### src/rtl/dsp48a1_result_monitor.sv
// dsp48a1_result_monitor: golden-model response checker for a DSP48A1 slice.
// Optional: define DSP_MON_CARRYOUT_CHK_EN to also compare CARRYOUT.
module dsp48a1_result_monitor #(
   parameter int CNT_W = 16
) (
   input  logic             CLK,
   input  logic             RST_N,
   input  logic             START,
   input  logic             STOP,
   input  logic             VALID,
   input  logic [17:0]      A,
   input  logic [17:0]      B,
   input  logic [17:0]      D,
   input  logic [47:0]      C,
   input  logic [47:0]      PCIN,
   input  logic [7:0]       OPMODE,
   input  logic [47:0]      P_DUT,
   input  logic             CARRYOUT_DUT,
   output logic             MISMATCH,
   output logic             ERR_STICKY,
   output logic [CNT_W-1:0] CHECK_COUNT,
   output logic [CNT_W-1:0] ERR_COUNT,
   output logic [47:0]      FIRST_EXP,
   output logic [47:0]      FIRST_GOT,
   output logic             BUSY,
   output logic             DONE
);

   typedef enum logic [1:0] {
      S_IDLE,
      S_RUN,
      S_DRAIN,
      S_DONE
   } state_t;

   state_t st, nxt;
   logic [1:0] dcnt;
   logic arm, ld1, cmp, fail;

   logic [17:0] a1, b1, d1;
   logic [47:0] c1, pc1;
   logic [7:0]  op1;
   logic        v1;

   logic [35:0] m2;
   logic [47:0] c2, pc2;
   logic [7:0]  op2;
   logic        v2;

   logic [47:0] pm;
   logic        v3;

   logic [17:0] pre, bsel;
   logic [35:0] prod;
   logic [47:0] xm, zm;
   logic [48:0] sum;
   logic        unused_bits;

   // state register; dcnt counts the cycles spent in DRAIN
   always_ff @(posedge CLK or negedge RST_N) begin
      if (!RST_N) begin
         st   <= S_IDLE;
         dcnt <= 2'd0;
      end else begin
         st   <= nxt;
         dcnt <= (st == S_DRAIN) ? dcnt + 2'd1 : 2'd0;
      end
   end

   // next state; STOP wins over START in RUN
   always_comb begin
      nxt = st;
      case (st)
         S_IDLE:  if (START) nxt = S_RUN;
         S_RUN:   if (STOP) nxt = S_DRAIN;
         S_DRAIN: if (dcnt == 2'd2) nxt = S_DONE;
         S_DONE:  if (START) nxt = S_RUN;
         default: nxt = S_IDLE;
      endcase
   end

   assign arm  = (nxt == S_RUN) && (st != S_RUN);
   assign ld1  = (st == S_RUN) && VALID;
   assign cmp  = v3 && ((st == S_RUN) || (st == S_DRAIN));
   assign BUSY = (st == S_RUN) || (st == S_DRAIN);
   assign DONE = (st == S_DONE);

   // S1: operand capture (A1/B1/C/D/OPMODE registers)
   always_ff @(posedge CLK or negedge RST_N) begin
      if (!RST_N) begin
         a1  <= '0;
         b1  <= '0;
         d1  <= '0;
         c1  <= '0;
         pc1 <= '0;
         op1 <= '0;
         v1  <= 1'b0;
      end else begin
         v1 <= ld1 && !arm;
         if (ld1) begin
            a1  <= A;
            b1  <= B;
            d1  <= D;
            c1  <= C;
            pc1 <= PCIN;
            op1 <= OPMODE;
         end
      end
   end

   // pre-adder and unsigned multiplier
   always_comb begin
      pre  = op1[6] ? d1 - b1 : d1 + b1;
      bsel = op1[4] ? pre : b1;
      prod = {18'd0, a1} * {18'd0, bsel};
   end

   // S2: M register plus the operands the post-adder still needs
   always_ff @(posedge CLK or negedge RST_N) begin
      if (!RST_N) begin
         m2  <= '0;
         c2  <= '0;
         pc2 <= '0;
         op2 <= '0;
         v2  <= 1'b0;
      end else begin
         v2 <= v1 && !arm;
         if (v1) begin
            m2  <= prod;
            c2  <= c1;
            pc2 <= pc1;
            op2 <= op1;
         end
      end
   end

   // X/Z multiplexers and the 49-bit post-adder
   always_comb begin
      xm = '0;
      zm = '0;
      case (op2[1:0])
         2'd0:    xm = '0;
         2'd1:    xm = {12'd0, m2};
         2'd2:    xm = pm;
         default: xm = {d1[11:0], a1, b1};
      endcase
      case (op2[3:2])
         2'd0:    zm = '0;
         2'd1:    zm = pc2;
         2'd2:    zm = pm;
         default: zm = c2;
      endcase
      if (op2[7])
         sum = {1'b0, zm} - ({1'b0, xm} + {48'd0, op2[5]});
      else
         sum = {1'b0, zm} + {1'b0, xm} + {48'd0, op2[5]};
   end

`ifdef DSP_MON_CARRYOUT_CHK_EN
   logic com;

   // S3: model P and CARRYOUT
   always_ff @(posedge CLK or negedge RST_N) begin
      if (!RST_N) begin
         pm  <= '0;
         com <= 1'b0;
         v3  <= 1'b0;
      end else begin
         v3 <= v2 && !arm;
         if (v2) begin
            pm  <= sum[47:0];
            com <= sum[48];
         end
      end
   end

   assign fail = (pm != P_DUT) || (com != CARRYOUT_DUT);
   assign unused_bits = ^{op2[6], op2[4]};
`else
   // S3: model P register
   always_ff @(posedge CLK or negedge RST_N) begin
      if (!RST_N) begin
         pm <= '0;
         v3 <= 1'b0;
      end else begin
         v3 <= v2 && !arm;
         if (v2) pm <= sum[47:0];
      end
   end

   assign fail = (pm != P_DUT);
   assign unused_bits = ^{op2[6], op2[4], sum[48], CARRYOUT_DUT};
`endif

   // compare result and run statistics
   always_ff @(posedge CLK or negedge RST_N) begin
      if (!RST_N) begin
         MISMATCH    <= 1'b0;
         ERR_STICKY  <= 1'b0;
         CHECK_COUNT <= '0;
         ERR_COUNT   <= '0;
         FIRST_EXP   <= '0;
         FIRST_GOT   <= '0;
      end else begin
         MISMATCH <= cmp && fail;
         if (arm) begin
            ERR_STICKY  <= 1'b0;
            CHECK_COUNT <= '0;
            ERR_COUNT   <= '0;
            FIRST_EXP   <= '0;
            FIRST_GOT   <= '0;
         end else if (cmp) begin
            if (CHECK_COUNT != '1)
               CHECK_COUNT <= CHECK_COUNT + CNT_W'(1);
            if (fail) begin
               ERR_STICKY <= 1'b1;
               if (ERR_COUNT != '1)
                  ERR_COUNT <= ERR_COUNT + CNT_W'(1);
               if (!ERR_STICKY) begin
                  FIRST_EXP <= pm;
                  FIRST_GOT <= P_DUT;
               end
            end
         end
      end
   end

endmodule

### config.mk
export PLATFORM = sky130hd
export DESIGN_NAME = dsp48a1_result_monitor
export DESIGN_NICKNAME = d
export VERILOG_FILES = /design/src/rtl/dsp48a1_result_monitor.sv
export SDC_FILE = /design/constraint.sdc
export NUM_CORES = 2
export LEC_CHECK = 0
export CORE_MARGIN = 2
export CORE_UTILIZATION = 50
export DETAILED_ROUTE_END_ITERATION = 16
export PLACE_DENSITY = 0.71
export SYNTH_ARGS = -nofsm -noshare
export SYNTH_HDL_FRONTEND = slang
export SYNTH_SLANG_ARGS = --single-unit
### constraint.sdc
create_clock -name CLK -period 15.8 [get_ports CLK]
set_input_delay 2.37 -clock CLK [delete_from_list [all_inputs] [get_ports CLK]]
set_output_delay 2.37 -clock CLK [all_outputs]
set_load 0.005 [all_outputs]
## Word level (Yosys, flattened, before mapping)

Index checks and enable logic that the tools add are counted.

- Register bits: 483
- Input bits: 212
- Word-level logic and storage cells: 95

- Add/sub/neg operators: 9
- Equality and inequality tests: 14
- Multipliers: 1
- Multiplexer cells: 28
- Reductions and logical operators: 21

Operators with widths:

| kind | count |
|---|---|
| $mux 48 | 9 |
| $pmux 48 s3 | 2 |
| $mux 16 | 7 |
| $add 48x1->48 | 2 |
| $add 48x48->48 | 1 |
| $ne 48x48->1 | 1 |
| $sub 48x48->48 | 1 |
| $mul 18x18->36 | 1 |
| $mux 18 | 2 |
| $add 16x1->16 const B | 2 |
| $ne 16x16->1 const B | 2 |
| $add 18x18->18 | 1 |
| $sub 18x18->18 | 1 |
| $eq 2x2->1 const B | 5 |
| $eq 2x1->1 const B | 4 |
| $mux 2 | 4 |
| $reduce_bool 2->1 | 4 |
| $logic_and 1x1->1 | 7 |
| $logic_not 2->1 | 3 |
| $pmux 2 s3 | 1 |
| $reduce_and 3->1 | 2 |
| $ne 2x1->1 const B | 2 |
| $reduce_and 2->1 | 2 |
| $mux 1 | 3 |
| 4 further kinds | 4 |

## Logic depth before layout (Yosys ltp)

- Word-level depth: 7
- Depth in mapped cells: 40
- Depth with buffers taken out: 39

## Least setup slack after synthesis

Ideal clock, no wire load.

- Kind: register to register
- From: reg b1[0]
- To: reg m2[33]
- Library setup time: 0.125 ns
- Data required time: 15.675 ns
- Arrival time: 8.947 ns
- Buffers on the path: 2
- Slack: 6.728 ns
- Clock period less this slack: 9.072 ns
- Cell stages (with the launch flop): 38
- Cells stage by stage: dfrtp_1 > inv_1 > ha_1 > nand2b_1 > or4_1 > nor2b_1 > xnor2_1 > ha_1 > and3_1 > a211oi_1 > a21boi_1 > o31ai_4 > a211oi_1 > or4_1 > a31oi_2 > clkbuf_2 > nand2b_1 > fa_1 > [... 2 more ...] > fa_1 > fa_1 > fa_1 > inv_1 > fa_1 > inv_1 > ha_1 > clkbuf_1 > and4_1 > and3_1 > and2_1 > a22oi_1 > a31oi_1 > a211oi_1 > o21bai_1 > a21bo_2 > xor2_1 > mux2_2

- Word-level cells in the longest chain between the ends: 4

Ends and longest elaborated chain:

| what | line | source |
|---|---|---|
| start: declaration | 40 | `logic [17:0] a1, b1, d1;` |
| start signal: assignment | 92 | `b1 <= '0;` |
| start signal: assignment | 102 | `b1 <= B;` |
| $add 18x18->18 / $sub 18x18->18 (equally long branches) | 113 | `pre = op1[6] ? d1 - b1 : d1 + b1;` |
| $mux 18 | 113 |  |
| $mux 18 (*) | 114 | `bsel = op1[4] ? pre : b1;` |
| $mul 18x18->36 (*) | 115 | `prod = {18'd0, a1} * {18'd0, bsel};` |
| end signal: assignment | 129 | `m2 <= prod;` |
| end: declaration | 45 | `logic [35:0] m2;` |

Every way passes the cells marked *; elsewhere a longest branch is shown, timed or not.
A chain may end at the register's enable or synchronous reset.

## Worst setup path after layout

- From: reg b1[1]
- To: reg m2[33]

The elaborated chain is that of the path after synthesis.

==> run metrics <==
Tcrit/Tclk final 67.6%; initial core utilization 50.6%; Final Skew 0.0251 ns; GR Util All Layers 28.6%; CTS sink count slightly below 500; minimum clock period 10.68 ns; count of different cell masters after synthesis 88; mux contribution to synthesized area 11.1%; Mapped Area 39300 um2; cts bufs inserted 54; post-synthesis async set-or-reset flop share 100%; Synth Flop Type dfrtp_1; Worst slew margin 23.5%; max cap viols 0; slew at the pin closest to its max-slew limit 1.12 ns; status finished clean; hold-fix buffers at CTS 0; HPWL after DPL 88100 um; later-pin clock latency in the skew report approximately 0.63 ns; Synth Area in Simple Gates 12.9%; drt first pass iters 7; Die Area 80800 um2; gate count of the mapped netlist 4104; fin util 58.7%; die height 284 um; Synth top area share 30.6%; Critical Path Most Common Cell fa_1; Hold Path Class reg -> reg; final setup vio count 0; Post-CTS Setup Inserts 0; critical path arrival 11.17 ns; vias in the first global route 30800; drt total wl 115000 um; H-tree Lvls 2; share of cells above drive strength 1 12.6%; io pins 344; Vias/cell about 5.7; critical path's largest stage delay 1.02 ns; Slew Viols, Final 0; DR vias about 31000; fill cell total of the finished layout 6805; critical path required time 16.30 ns; Post-Synth Adder-Cell Area 21.9%; Post-synth EDFFs 0; area leader, netlist dfrtp_1; CP endpoint kind register; Gates resized, CTS repair 0; post-synthesis xor/xnor area fraction under 10%; routability congestion estimate 0.933; Core Footprint 77600 um2; Syn Nets 4847; Area growth, synth to finish 16.0%; first-pass GRT wire length 180000 um; GRT overflow 0; RSZ-0062 raised after global routing no; largest cells by area after synthesis dfrtp_1, fa_1, mux2_2; Port Buffer Count 342; Synth Area in Compound Gates 12.6%; Reg2Reg Setup Slack 5.12 ns; largest net degree at the start of global routing 173; Max Clock Freq ~94 MHz; Clk pin slew, worst setup/hold paths 0.06 ns; setup TNS 0 ns; placed cell count about 5300; antenna-violating nets left 0; Yosys reg bits a little under 500; CP max FO 12; CTS tree built; clock buffer depth 3; number of nets in the layout 5090; CP startpoint kind register; placed cell area 43700 um2; die width 284 um; routed len/inst 21.3 um; ANT cells 0; fin area roughly 46000 um2; Synth warnings 0; Row Count 102; final hold violation count 0; Synth Area per Inst roughly 9.6 um2; First DRT Iteration DRCs 2212; final non-filler cell total 5432; Root Driver clkbuf_16; drc violations 0; main combinational cell family by area after synthesis adder cells; post-synthesis sequential area ratio 30.6%; slowest CP cell nor2_1; initial antenna violation count 3; critical path type reg -> reg
## registers in the layout, summed over array words and instances, names as in the netlist, 6 cells and up
name         flops
m2              36
ERR_COUNT       16
FIRST_GOT       48
FIRST_EXP       48
b1              18
c1              48
c2              48
pm              48
d1              18
op1              8
CHECK_COUNT     16
pc1             48
pc2             48
op2              6
a1              18
## worst max-delay path: cells and delay by family, from the launching register on
family,cells,cell delay [ns]
adders and majority gates,9,3.79
xor gates and xnor gates,2,0.29
AOI/OAI and AO/OA,9,1.90
buffers and inverters,5,0.31
DFF,1,0.43
muxes,1,0.26
and+or+nand+nor,12,3.56
## synth_stat cells, drive strengths merged (4+ instances only)
library cell    n
and2           91
or3            26
o2111ai         5
a21o           70
a2111oi         8
nand3          46
and3           22
inv           469
clkbuf        172
and4            9
mux2          363
o221ai          5
nor4            7
a21oi         189
nand2         507
xor2           57
o21bai         19
a21boi          6
nor2          164
a31oi          14
o211ai         17
o21a           23
mux2i          28
a221oi          4
nor3           30
a22oi           7
nor2b          92
a31o            4
o21ai         223
nand2b         37
a221o           7
a22o           83
a41oi           5
a211o           8
a211oi         20
buf            27
dfrtp         481
ha            270
fa            261
o31ai          11
xnor2         140
nand4          36
## per-stage QoR
| stage | hold WS, ns | setup slack [ns] |
|---|---|---|
| 3_3_place_gp | 0.413 | 5.25 |
| 3_5_place_dp | 0.451 | 5.16 |
| 6_report | 0.458 | 5.12 |
| 4_1_cts | 0.461 | 5.11 |
| 5_1_grt | 0.473 | 4.39 |
| 2_1_floorplan | 0.402 | 6.73 |
## area by class of cell
type                            count  area (um2)  share of cell area, %
Sequential cell                   481       12000                   26.4
Clock inverter                     24         290                  0.637
Tap cell                         1040        1300                   2.86
Clock buffer                       77        1600                   3.51
Timing Repair Buffer              386        3770                   8.28
Inverter                          469        1760                   3.86
Multi-Input combinational cell   2955       24800                   54.4
## layout by cell type, fill, tap and decap left out, types with 83 or more instances in the layout
master           instances
a21oi_1                184
a22o_1                  83
and2_1                  90
clkdlybuf4s50_1        341
dfrtp_1                475
fa_1                   261
ha_1                   270
inv_1                  469
mux2_2                 362
nand2_1                506
nor2_1                 163
nor2b_1                 89
o21ai_0                219
xnor2_1                139
## per-layer routing
layer | up-vias | track usage [%] | share of wire [%]
li1 | 14200 | - | -
met1 | 15500 | 39.0 | 43
met2 | 1073 | 45.6 | 46
met3 | 227 | 4.25 | 7.1
met4 | 2 | 12.1 | 4.7
met5 | - | 0 | 0.0087
## logic make-up after synthesis
kind of cell | after synthesis
flops | 481
fa+ha+maj | 531
compound gates | 751
xor+xnor | 197
simple gates | 1085
mux | 391
buf+inv | 668
## path summary, 6_finish.rpt
check / from / end / depth (start not counted)
worst max-delay path: b1[1] / m2[33] / 38
worst min-delay path: dcnt[0] / dcnt[0] / 1
worst max register to register: b1[1] / m2[33] / 38
worst min register to register: dcnt[0] / dcnt[0] / 1
max in group asynchronous: RST_N / v1 / 4
min in group asynchronous: RST_N / CHECK_COUNT[4] / 1
Power is left out: the tool's default activity adds up to more than one toggle a clock period on the data nets, which glitch-free logic cannot reach.
